$ cat src/rtl/uart_tx_core.sv
// UART transmit engine: 8 data bits, LSB first, 1 or 2 stop bits.
// Bit timing comes from a fractional (NCO) baud accumulator.
module uart_tx_core #(
    parameter int unsigned STOP_BITS = 1
) (
    input  logic       clk,
    input  logic       rst,
    input  logic       en_in,
    input  logic       strtx_in,
    input  logic [3:0] br_in,
    input  logic [7:0] clk_mhz_in,
    input  logic [7:0] txdata_in,
    output logic       tbusy_out,
    output logic       tx_done_out,
    output logic       uart_tx_out
);

    localparam int unsigned ACC_W   = 28;
    localparam int unsigned BAUD_W  = 20;
    localparam int unsigned SUM_W   = ACC_W + 1;
    localparam int unsigned DATA_W  = 8;
    localparam int unsigned IDX_W   = 3;
    localparam int unsigned HZ_PER_MHZ = 1_000_000;

    typedef enum logic [1:0] {
        ST_IDLE,
        ST_START,
        ST_DATA,
        ST_STOP
    } state_e;

    state_e              state_q, state_d;
    logic [ACC_W-1:0]    acc_q, acc_d;
    logic [BAUD_W-1:0]   baud_q, baud_d;
    logic [ACC_W-1:0]    freq_q, freq_d;
    logic [DATA_W-1:0]   data_q, data_d;
    logic [IDX_W-1:0]    bit_idx_q, bit_idx_d;
    logic                stop_cnt_q, stop_cnt_d;
    logic                strtx_prev_q, strtx_prev_d;
    logic                tx_q, tx_d;
    logic                tbusy_q, tbusy_d;
    logic                done_q, done_d;

    logic [BAUD_W-1:0]   baud_sel_c;
    logic [ACC_W-1:0]    freq_sel_c;
    logic [SUM_W-1:0]    sum_c;
    logic [IDX_W-1:0]    next_idx_c;
    logic                tick_c;
    logic                start_req_c;
    logic                accept_c;
    logic                last_stop_c;

    // Baud rate table; unused selector codes alias to 115200.
    always_comb begin : baud_lookup
        baud_sel_c = BAUD_W'(115200);
        case (br_in)
            4'd0:    baud_sel_c = BAUD_W'(1200);
            4'd1:    baud_sel_c = BAUD_W'(2400);
            4'd2:    baud_sel_c = BAUD_W'(4800);
            4'd3:    baud_sel_c = BAUD_W'(9600);
            4'd4:    baud_sel_c = BAUD_W'(19200);
            4'd5:    baud_sel_c = BAUD_W'(38400);
            4'd6:    baud_sel_c = BAUD_W'(57600);
            4'd7:    baud_sel_c = BAUD_W'(115200);
            4'd8:    baud_sel_c = BAUD_W'(230400);
            4'd9:    baud_sel_c = BAUD_W'(460800);
            4'd10:   baud_sel_c = BAUD_W'(921600);
            default: baud_sel_c = BAUD_W'(115200);
        endcase
    end

    // Accumulator step and request qualification.
    always_comb begin : tick_logic
        freq_sel_c  = ACC_W'(clk_mhz_in) * ACC_W'(HZ_PER_MHZ);
        sum_c       = SUM_W'(acc_q) + SUM_W'(baud_q);
        tick_c      = (sum_c >= SUM_W'(freq_q));
        next_idx_c  = bit_idx_q + IDX_W'(1);
        start_req_c = strtx_in & ~strtx_prev_q;
        accept_c    = start_req_c & en_in & (clk_mhz_in != 8'd0);
        last_stop_c = (stop_cnt_q == 1'(STOP_BITS - 1));
    end

    // Next-state and output decode.
    always_comb begin : next_state
        state_d      = state_q;
        acc_d        = acc_q;
        baud_d       = baud_q;
        freq_d       = freq_q;
        data_d       = data_q;
        bit_idx_d    = bit_idx_q;
        stop_cnt_d   = stop_cnt_q;
        strtx_prev_d = strtx_in;
        tx_d         = tx_q;
        tbusy_d      = tbusy_q;
        done_d       = 1'b0;

        if (state_q == ST_IDLE) begin
            if (accept_c) begin
                data_d    = txdata_in;
                baud_d    = baud_sel_c;
                freq_d    = freq_sel_c;
                acc_d     = '0;
                bit_idx_d = '0;
                state_d   = ST_START;
                tx_d      = 1'b0;
                tbusy_d   = 1'b1;
            end
        end else if (!en_in) begin
            // Abort: return to idle with the line released, no completion pulse.
            state_d = ST_IDLE;
            acc_d   = '0;
            tx_d    = 1'b1;
            tbusy_d = 1'b0;
        end else begin
            acc_d = tick_c ? ACC_W'(sum_c - SUM_W'(freq_q)) : ACC_W'(sum_c);
            if (tick_c) begin
                case (state_q)
                    ST_START: begin
                        state_d   = ST_DATA;
                        bit_idx_d = '0;
                        tx_d      = data_q[0];
                    end
                    ST_DATA: begin
                        if (bit_idx_q == IDX_W'(DATA_W - 1)) begin
                            state_d    = ST_STOP;
                            stop_cnt_d = 1'b0;
                            tx_d       = 1'b1;
                        end else begin
                            bit_idx_d = next_idx_c;
                            tx_d      = data_q[next_idx_c];
                        end
                    end
                    ST_STOP: begin
                        tx_d = 1'b1;
                        if (last_stop_c) begin
                            state_d = ST_IDLE;
                            tbusy_d = 1'b0;
                            done_d  = 1'b1;
                        end else begin
                            stop_cnt_d = 1'b1;
                        end
                    end
                    default: ;
                endcase
            end
        end
    end

    // State register with synchronous active-low reset.
    always_ff @(posedge clk) begin : state_reg
        if (!rst) begin
            state_q      <= ST_IDLE;
            acc_q        <= '0;
            baud_q       <= '0;
            freq_q       <= '0;
            data_q       <= '0;
            bit_idx_q    <= '0;
            stop_cnt_q   <= 1'b0;
            strtx_prev_q <= 1'b0;
            tx_q         <= 1'b1;
            tbusy_q      <= 1'b0;
            done_q       <= 1'b0;
        end else begin
            state_q      <= state_d;
            acc_q        <= acc_d;
            baud_q       <= baud_d;
            freq_q       <= freq_d;
            data_q       <= data_d;
            bit_idx_q    <= bit_idx_d;
            stop_cnt_q   <= stop_cnt_d;
            strtx_prev_q <= strtx_prev_d;
            tx_q         <= tx_d;
            tbusy_q      <= tbusy_d;
            done_q       <= done_d;
        end
    end

    assign uart_tx_out = tx_q;
    assign tbusy_out   = tbusy_q;
    assign tx_done_out = done_q;

endmodule

$ cat config.mk
export PLATFORM = sky130hd
export DESIGN_NAME = uart_tx_core
export DESIGN_NICKNAME = d
export VERILOG_FILES = /design/src/rtl/uart_tx_core.sv
export SDC_FILE = /design/constraint.sdc
export NUM_CORES = 1
export LEC_CHECK = 0
export CELL_PAD_IN_SITES_DETAIL_PLACEMENT = 1
export CELL_PAD_IN_SITES_GLOBAL_PLACEMENT = 1
export CORE_MARGIN = 2
export CORE_UTILIZATION = 40
export CTS_CLUSTER_SIZE = 24
export DETAILED_ROUTE_END_ITERATION = 16
export GPL_ROUTABILITY_DRIVEN = 1
export HOLD_SLACK_MARGIN = 0.05
export PLACE_DENSITY_LB_ADDON = 0.25
export SLEW_MARGIN = 20
export SYNTH_ARGS = -nofsm -noshare
export SYNTH_HDL_FRONTEND = slang
export SYNTH_SLANG_ARGS = --single-unit
$ cat constraint.sdc
create_clock -name clk -period 4.8 [get_ports clk]
set_input_delay 0.48 -clock clk [delete_from_list [all_inputs] [get_ports clk]]
set_output_delay 0.48 -clock clk [all_outputs]
set_load 0.005 [all_outputs]
==> flow_metrics.env <==
export IMPL_max_stage_delay_ps=410
export IMPL_fin_setup_tns_ps=0
export IMPL_worst_slack_ps=338
export IMPL_start_util_pct=41.1
export IMPL_r2r_start="acc_q[4]$_SDFFE_PN0P_"
export IMPL_vias_per_cell=5.46
export IMPL_ys_flop_type="dfxtp_1"
export IMPL_syn_inst=876
export IMPL_yosysWarnings=0
export IMPL_worstPathArrival_ps=4730
export IMPL_drc_errors=0
export IMPL_vias=6253
export IMPL_reg2reg_to="state_q[0]$_SDFFE_PN0P_"
export IMPL_critical_path_top_delay_family="compound AO/OA/AOI/OAI gates"
export IMPL_powerDensity_mw_per_mm2=468
export IMPL_critPathKind="reg -> reg"
export IMPL_ir_worst_vdd_mv=0.320
export IMPL_worst_path_buf_inv=2
export IMPL_yosysSeqAreaShare_pct=22.2
export IMPL_maxSlewViolCount=0
export IMPL_finalPower_uw=3790
export IMPL_hold_path_depth=2
export IMPL_status="complete, no violations"
export IMPL_skew_ps=6.87
export IMPL_min_from="freq_q[9]$_SDFFE_PN0P_"
export IMPL_gp_congestion=0.887
export IMPL_post_route_util_pct=46.7
export IMPL_slew_limit_headroom_pct=43.9
export IMPL_antenna_left=0
export IMPL_gr_usage_all_layers_pct=21.3
export IMPL_fp_row_count=48
export IMPL_maxCapViolCount=0
export IMPL_crit_required_ps=5060
export IMPL_cts_clk_slew_worst_paths_ps=60
export IMPL_hold_path_end="freq_q[9]$_SDFFE_PN0P_"
export IMPL_coreArea_mm2=0.0174
export IMPL_post_place_ws_ps=-2.47
export IMPL_nNetsFinal=1063
export IMPL_overflow=0
export IMPL_totalWireLength_um=18900
export IMPL_antenna_found_initial=0
export IMPL_async_reset_ff_share_pct=0
export IMPL_drive_above_1_share_pct=7.72
export IMPL_dieWidth_um=138
export IMPL_numCtsBuffers=9
export IMPL_root_buffer="clkbuf_16"
export IMPL_synthesis_area_mm2=0.00713
export IMPL_grt_pass1_wl_um=31700
export IMPL_dieArea_mm2=0.0189
export IMPL_grt_max_degree=49
export IMPL_synth_edf_count=0
export IMPL_fmax_mhz=224
export IMPL_clk_path_buf_depth=2
export IMPL_final_cell_mix="103 x ha_1, 98 x nand2_1, 79 x dfxtp_1"
export IMPL_synth_cell_type_count=68
export IMPL_area_growth_pct=13.6
export IMPL_synth_nets=1022
export IMPL_port_buffers=26
export IMPL_tightest_slew_ps=840
export IMPL_die_h_um=138
export IMPL_cts_tree="yes"
export IMPL_grt_pass1_vias=6252
export IMPL_rsz0062_at_grt="true"
export IMPL_cp_start_kind="register"
export IMPL_hp_class="reg -> reg"
export IMPL_endpoint_kind="register"
export IMPL_io_pins=27
export IMPL_worstPathMaxFanout=8
export IMPL_hold_viol=0
export IMPL_period_needed_ps=4460
export IMPL_wl_per_cell_um=16.5
export IMPL_dpl_hpwl_um=15100
export IMPL_yosys_register_bits=79
export IMPL_syn_avg_cell_area_um2=8.14
export IMPL_diodes=0
export IMPL_drt_iter0_drc=279
export IMPL_ctsHtreeMaxLevel=3
export IMPL_path_cells="ha_1, fa_2, a21o_1, a2bb2oi_2, o211ai_1, a41o_1, o41ai_2, buf_4, nor2_1, xor2_1, ha_1, nand3_1, nor2_1, nand4_1, or4_1, nand4_1, nor3b_4, buf_4, nand4b_1, a221oi_2"
export IMPL_power_leakage_uw=0.00351
export IMPL_cts_sinks=79
export IMPL_r2r_cells=20
export IMPL_first_pass_iters=5
export IMPL_cp_slowest_cell="or4_1"
export IMPL_setup_viol=0
export IMPL_period_share_pct=93.0
export IMPL_layout_commonest_cell="ha_1"
export IMPL_worstSkewPairLatency_ps=350
export IMPL_r2r_slack_ps=340
## where the power goes
| group | total, uW | leakage [uW] | internal [uW] | switching [uW] |
|---|---|---|---|---|
| registers | 760 | 0.000641 | 714 | 45.4 |
| logic | 2410 | 0.00275 | 1090 | 1320 |
| clock network | 619 | 0.000120 | 342 | 277 |
| total | 3790 | 0.00351 | 2150 | 1640 |
## registers in the layout, summed over array words and instances, names as in the netlist
register and count:
acc_q 24, baud_q 16, bit_idx_q 3, data_q 8, freq_q 22, state_q 2, strtx_prev_q 1, tbusy_out 1
tx_done_out 1, uart_tx_out 1
## per-layer routing
layer | global-route usage [%] | vias to the layer above | routed length [um]
li1 | - | 3196 | -
met1 | 29.8 | 3000 | 9770
met2 | 34.4 | 46 | 8540
met3 | 3.24 | 11 | 372
met4 | 4.93 | 0 | 226
met5 | 0 | - | 0
## worst reg2reg max path, cell delays in order, from the launching register on
cell	delay, ps
dfxtp_1	310
ha_1	240
fa_2	360
a21o_1	210
a2bb2oi_2	150
o211ai_1	180
a41o_1	290
o41ai_2	200
buf_4	190
nor2_1	70
xor2_1	150
ha_1	370
nand3_1	150
nor2_1	110
nand4_1	90
or4_1	410
nand4_1	150
nor3b_4	100
buf_4	160
nand4b_1	180
a221oi_2	280
## through the flow
step,std cells,area (um^2),hold slack [ps]
after CTS,1144,8070,460
after global placement,1128,7800,439
final,1145,8100,455
after global routing,1145,8100,468
after floorplan,876,7130,432
after detailed placement,1128,7800,447
## cells in the mapped netlist (all sizes together) (11+ instances only)
cell type    n  share of area, %
clkbuf      25               1.3
nor3        16               1.2
a211oi      14               1.5
a21oi       81               5.8
xor2        18               2.2
mux2i       19               2.7
nor2b       12               1.1
nand2       98               5.2
inv         65               3.4
dfxtp       79                22
ha         103                18
o21a        12               1.3
o21ai       41               2.9
nand3       25               1.8
xnor2       37               4.5
nor2        64               3.4
nand2b      11              0.97
fa          19               5.3
o211ai      11               1.2
## cells by family (layout without fill, tap and decap cells)
kind of cell | after synthesis | count (layout) | synth area share [%]
xor+xnor | 55 | 55 | 6.76
fa+ha+maj | 122 | 122 | 23.4
buf+inv | 98 | 142 | 5.58
mux | 22 | 22 | 3.46
flops | 79 | 79 | 22.2
simple gates | 276 | 276 | 18.4
compound gates | 224 | 224 | 20.2
## what timing repair did
action / 4_1_cts / 5_1_grt
hold buffers: 0 / 0
setup buffers: 2 / 1
pin swaps: 1 / 7
setup endpoints to repair: 7 / 29
resized for setup: 0 / 7
## how the worst max path moves through the flow
| stage | cells after the start | from | end |
|---|---|---|---|
| floorplan | 20 | acc_q[4]$_SDFFE_PN0P_ | acc_q[26]$_SDFFE_PN0P_ |
| global placement | 20 | acc_q[4]$_SDFFE_PN0P_ | acc_q[11]$_SDFFE_PN0P_ |
| detailed placement | 20 | acc_q[4]$_SDFFE_PN0P_ | acc_q[12]$_SDFFE_PN0P_ |
| CTS | 20 | acc_q[4]$_SDFFE_PN0P_ | state_q[1]$_SDFFE_PN0P_ |
| global route | 20 | acc_q[4]$_SDFFE_PN0P_ | state_q[0]$_SDFFE_PN0P_ |
| finish | 20 | acc_q[4]$_SDFFE_PN0P_ | state_q[0]$_SDFFE_PN0P_ |
## area by class of cell
cell class	instances	area, um^2
inverter	65	244
fill	2062	9260
timing repair buffer	63	554
multi-input combinational	699	5180
sequential	79	1580
clock inverter	4	25.0
tap	225	282
clock buffer	10	229
Power figures use the tool's default switching activity.
